## config.mk

```make
export PLATFORM = sky130hd
export DESIGN_NAME = viterbi_frame_ctrl
export DESIGN_NICKNAME = d
export VERILOG_FILES = /design/src/rtl/viterbi_frame_ctrl.sv
export SDC_FILE = /design/constraint.sdc
export NUM_CORES = 1
export LEC_CHECK = 0
export BUFFER_PORTS_ARGS = -buffer_cell sky130_fd_sc_hd__buf_2
export CORE_MARGIN = 3
export CORE_UTILIZATION = 30
export CTS_CLUSTER_DIAMETER = 150
export DETAILED_ROUTE_END_ITERATION = 8
export PLACE_DENSITY_LB_ADDON = 0.25
export SLEW_MARGIN = 30
export SYNTH_ARGS = -nofsm -noshare
export SYNTH_HDL_FRONTEND = slang
export SYNTH_SLANG_ARGS = --single-unit
export TNS_END_PERCENT = 100
```

## constraint.sdc

```tcl
create_clock -name clk -period 2.1 [get_ports clk]
set_clock_uncertainty 0.2 [all_clocks]
set_input_delay 0.525 -clock clk [delete_from_list [all_inputs] [get_ports clk]]
set_output_delay 0.525 -clock clk [all_outputs]
set_load 0.01 [all_outputs]
```

## src/rtl/viterbi_frame_ctrl.sv

```systemverilog
// Frame sequencer for the K=3 hard-decision Viterbi decoder: gathers one frame of
// symbols, picks the best end state, runs traceback and hands the byte to the sink.
module viterbi_frame_ctrl #(
   parameter int FRAME_LEN  = 8,
   parameter int PM_W       = 8,
   parameter int TB_TIMEOUT = 15
) (
   input  logic            clk,
   input  logic            rst,
   input  logic            i_sym_valid,
   output logic            o_sym_ready,
   output logic            o_en_acs,
   output logic [2:0]      o_wr_addr,
   output logic [2:0]      o_rd_addr,
   input  logic [PM_W-1:0] i_pm_00,
   input  logic [PM_W-1:0] i_pm_01,
   input  logic [PM_W-1:0] i_pm_10,
   input  logic [PM_W-1:0] i_pm_11,
   output logic [1:0]      o_select_node,
   output logic            o_en_traceback,
   input  logic            i_tb_done,
   input  logic [7:0]      i_tb_data,
   output logic [7:0]      o_data,
   output logic            o_data_valid,
   input  logic            i_data_ready,
   output logic            o_err
);

   localparam int TW = $clog2(TB_TIMEOUT + 1);
   localparam logic [2:0]    LAST_ADDR = 3'(FRAME_LEN - 1);
   localparam logic [TW-1:0] TMO_LAST  = TW'(TB_TIMEOUT - 1);

   typedef enum logic [2:0] {
      IDLE   = 3'd0,
      ACCEPT = 3'd1,
      SELECT = 3'd2,
      TRACE  = 3'd3,
      OUTPUT = 3'd4
   } state_t;

   state_t          state_q, state_d;
   logic [2:0]      wr_addr_q, wr_addr_d;
   logic [2:0]      rd_addr_q, rd_addr_d;
   logic [1:0]      sel_q, sel_d;
   logic [7:0]      data_q, data_d;
   logic            err_q, err_d;
   logic [TW-1:0]   tmo_q, tmo_d;
   logic            hs;
   logic            frame_full;
   logic            tmo_hit;

   // Strict less-than scan in index order keeps ties on the lowest state.
   function automatic logic [1:0] argmin4(input logic [PM_W-1:0] p0, input logic [PM_W-1:0] p1,
                                          input logic [PM_W-1:0] p2, input logic [PM_W-1:0] p3);
      logic [1:0]      idx;
      logic [PM_W-1:0] best;
      idx  = 2'd0;
      best = p0;
      if (p1 < best) begin idx = 2'd1; best = p1; end
      if (p2 < best) begin idx = 2'd2; best = p2; end
      if (p3 < best) begin idx = 2'd3; best = p3; end
      return idx;
   endfunction

   assign hs         = i_sym_valid && (state_q == ACCEPT);
   assign frame_full = hs && (wr_addr_q == LAST_ADDR);
   assign tmo_hit    = (tmo_q == TMO_LAST);

   always_ff @(posedge clk or negedge rst) begin
      if (!rst) state_q <= IDLE;
      else      state_q <= state_d;
   end

   always_comb begin
      state_d = state_q;
      case (state_q)
         IDLE:    state_d = ACCEPT;
         ACCEPT:  if (frame_full) state_d = SELECT;
         SELECT:  state_d = TRACE;
         TRACE:   if (i_tb_done || tmo_hit) state_d = i_tb_done ? OUTPUT : ACCEPT;
         OUTPUT:  if (i_data_ready) state_d = ACCEPT;
         default: state_d = IDLE;
      endcase
   end

   always_comb begin
      o_sym_ready    = (state_q == ACCEPT);
      o_en_acs       = hs;
      o_en_traceback = (state_q == TRACE);
      o_data_valid   = (state_q == OUTPUT);
      o_wr_addr      = wr_addr_q;
      o_rd_addr      = rd_addr_q;
      o_select_node  = sel_q;
      o_data         = data_q;
      o_err          = err_q;
   end

   // Datapath next values; the write address only clears when a frame is finished
   // or dropped, so it never wraps past the last symbol index.
   always_comb begin
      wr_addr_d = wr_addr_q;
      rd_addr_d = rd_addr_q;
      sel_d     = sel_q;
      data_d    = data_q;
      tmo_d     = tmo_q;
      err_d     = 1'b0;
      case (state_q)
         ACCEPT: begin
            if (hs && !frame_full) wr_addr_d = wr_addr_q + 3'd1;
         end
         SELECT: begin
            sel_d     = argmin4(i_pm_00, i_pm_01, i_pm_10, i_pm_11);
            rd_addr_d = LAST_ADDR;
            tmo_d     = '0;
         end
         TRACE: begin
            if (rd_addr_q != 3'd0) rd_addr_d = rd_addr_q - 3'd1;
            if (!tmo_hit) tmo_d = tmo_q + TW'(1);
            if (i_tb_done) begin
               data_d = i_tb_data;
            end else if (tmo_hit) begin
               err_d     = 1'b1;
               wr_addr_d = 3'd0;
            end
         end
         OUTPUT: begin
            if (i_data_ready) wr_addr_d = 3'd0;
         end
         default: ;
      endcase
   end

   always_ff @(posedge clk or negedge rst) begin
      if (!rst) begin
         wr_addr_q <= 3'd0;
         rd_addr_q <= 3'd0;
         sel_q     <= 2'd0;
         data_q    <= 8'd0;
         tmo_q     <= '0;
         err_q     <= 1'b0;
      end else begin
         wr_addr_q <= wr_addr_d;
         rd_addr_q <= rd_addr_d;
         sel_q     <= sel_d;
         data_q    <= data_d;
         tmo_q     <= tmo_d;
         err_q     <= err_d;
      end
   end

endmodule
```

==> impl_results.md <==
- Status: complete, but fails checks
- Violated checks: setup timing
- Syn avg cell area: about 9.4 µm²
- Avg Vias per Cell: slightly below 5
- First-pass GRT wire length: 8480 µm
- Post-synth cell types: 42
- Antenna diode count: 0
- # IOs: 66
- Initial antenna violation count: 0
- Worst-skew pair later-pin latency: 260 ps
- Syn Inst Count: 199
- Tcrit/Tclk final: 2.13
- Layout Area Growth over Synthesis: 67.3%
- Post-synthesis async set-or-reset flop share: 1.00
- Multi-input gate area: 1370 µm²
- Slew @ Worst Pin: 531 ps
- Worst Hold Class: input pin to async pin
- Shortest period the worst path allows: between 4000 and 5000 ps
- Power Total: between 2 and 3 mW
- CORE AREA: a little under 6000 µm²
- CTS H-Tree Depth: 1
- NumNets Final: 404
- CTS Root Cell: clkbuf_8
- # DRC: 0
- PwrDens: 928 nW/µm²
- Lkg Pwr: 1.58 nW
- Filler instances: 564
- Post-route ant nets: 0
- Fmax: 0.224 GHz
- Layout cells sized above 1: 0.544
- Max IR drop VDD: around 0.00057 V
- Row count: 28
- Clock tree sinks: 24
- Most frequent cells in the layout: buf_4 (63), buf_2 (53), dfrtp_1 (24)
- Largest net degree at the start of global routing: 25
- Critical Path End Type: flip-flop
- Cell repeated most along the worst path: a21o_1
- Synth top area cells: dfrtp_1 (32%), ha_1 (18%), mux2_2 (5.4%), o21ai_0 (4.6%), mux2i_1 (4.3%)
- Worst Path Max Fanout: 6
- Post-cts hold buffer count: 0
- Worst slew margin: 0.646
- Number of global-route vias before repair: 1,886
- DP Area: between 2000 and 3000 µm²
- Most common cell after layout, fill and taps aside: buf_4
- FF+latch area: 601 µm²
- Top_reg_cell synth: dfrtp_1
- Area of the die: around 7200 µm²
- Die W: between 80 and 90 µm
- CTS max path bufs: 2
- Final worst slack: -2370 ps
- Gpl congestion: roughly 0.78
- Critical Path Max Stage Delay: 400 ps
- CP startpoint kind: input pin
- Global route total overflow: 0
- Worst path cell trace: buf_8 -> ha_4 -> a2111oi_4 -> a221oi_2 -> or2_4 -> mux2i_2 -> ha_1 -> a21o_1 -> a21o_1 -> a21o_4 -> nor2_4 -> a21oi_4 -> nand2_1 -> o21ai_0 -> ha_1 -> a21o_1 -> a21oi_1 -> o21ai_1 -> or3_1 -> a211o_1 -> nand3_1
- Crit path DAT: roughly 4500 ps
- Setup violations, final: 2
- Total wire length: about 5500 µm
- CTS Buf Count: 3
- Synthesized cell area: 1860 µm²
- Pins Over Slew Limit: 0
- Post-Route Utilization: 0.524
- Mapped Nets: 271
- CP required: about 2100 ps
- Min Hold Slack: 26.8 ps
- Max cap viols: 0
- CP max stage cell: a2111oi_4
- Clock-pin slew on the worst setup and hold paths: roughly 90 ps
- IO buf count: 65
- Ys Warns: 0
- Post-DP HPWL: 4030 µm
- GRT Util Overall: 0.142
- Yosys top cell by area: dfrtp_1
- Drt pass-1 iters: 4
- Initial Util: 0.313
- RSZ-0062 raised after global routing: true
- Die H: 84.8 µm
- Via count: around 2,000
- Post-synth top area share: 0.322
- Post-synthesis sequential area ratio: 0.322
- Setup Crit Path Kind: input pin to flip-flop
- Post-synth EDFFs: 0
- Post-route cell area: between 3000 and 4000 µm²
- Yosys reg bits: 24
- Final Hold Vio Count: 0
- Starting DRC count in detailed routing: 41
- CTS tree: built
- DR WL/cell: ~14 µm
[routing by layer]
| layer | up-vias | track usage | part of all wire |
|---|---|---|---|
| met5 | - | 0 | 0 |
| met1 | 938 | 0.175 | 0.42 |
| met3 | 6 | 0.0243 | 0.041 |
| met2 | 35 | 0.261 | 0.53 |
| li1 | 989 | - | - |
| met4 | 0 | 0.0230 | 0.0092 |
[timing repair]
action / 4_1_cts / 5_1_grt
cloned: 1 / 0
endpoints found under the hold margin: 0 / 0
setup endpoints to repair: 5 / 5
pin swaps: 13 / 7
setup buffers: 24 / 3
resized for setup: 27 / 28
[cell type report]
type                    instances  share of cell area
clock buffers                   3              0.0132
clock inverters                 1             0.00963
multi-input cells             155               0.440
inverters                      18              0.0233
flip-flops and latches         24               0.193
well taps                      75              0.0301
repair buffers                130               0.291
[synth_stat cells (all sizes together) (4+ instances only)]
cell type  instances
dfrtp             24
ha                27
nand2             16
nand3             10
mux2               9
o21ai             18
mux2i              8
a21oi              6
a21o               7
inv               18
a211o              4
nor2              10
nor3               7
[flip-flops by register name, summed over array words and instances, names as in the netlist]
register	flops
o_err	1
o_data	8
tmo_q	4
state_q	3
o_select_node	2
o_rd_addr	3
o_wr_addr	3
[report_power, final]
part,leakage [nW],internal [mW],switching (mW),total [mW]
combinational,1.26,0.909,0.795,1.70
clock,0.0357,0.255,0.150,0.404
sequential,0.290,0.660,0.127,0.788
[worst paths after layout]
| kind | from | endpoint | slack, ps | cells after the start |
|---|---|---|---|---|
| max | i_pm_01[1] | o_select_node[1] | -2370 | 21 |
| min | rst | o_err | 30 | 1 |
| max reg2reg | state_q[2] | o_select_node[1] | 50 | 6 |
| min reg2reg | o_data[1] | o_data[1] | 300 | 1 |
| max in group asynchronous | rst | state_q[1] | 1310 | 1 |
| min in group clk | i_tb_done | o_err | 280 | 2 |
[stage by stage]
step                      TNS (ps)  std cells  worst slack, ps
after floorplan              -5060        199            -2530
after global placement       -5560        374            -2780
after detailed placement     -5630        374            -2820
after CTS                    -4660        403            -2340
after global routing         -5190        406            -2590
final                        -4720        406            -2370
[critical path, delay by kind of cell]
kind / cells / cell delay [ps]
simple gates: 5 / 940
compound gates: 11 / 1890
buf+inv: 1 / 100
fa+ha+maj: 3 / 800
mux: 1 / 210
[kinds of logic after synthesis]
kind of cell               count (synthesis)  synth area share
adders and majority gates                 27             0.181
xor gates and xnor gates                   1           0.00470
AOI/OAI and AO/OA                         50             0.193
DFF                                       24             0.322
and+or+nand+nor                           59             0.154
muxes                                     17            0.0973
buffers and inverters                     21            0.0476
Power figures use the tool's default switching activity.
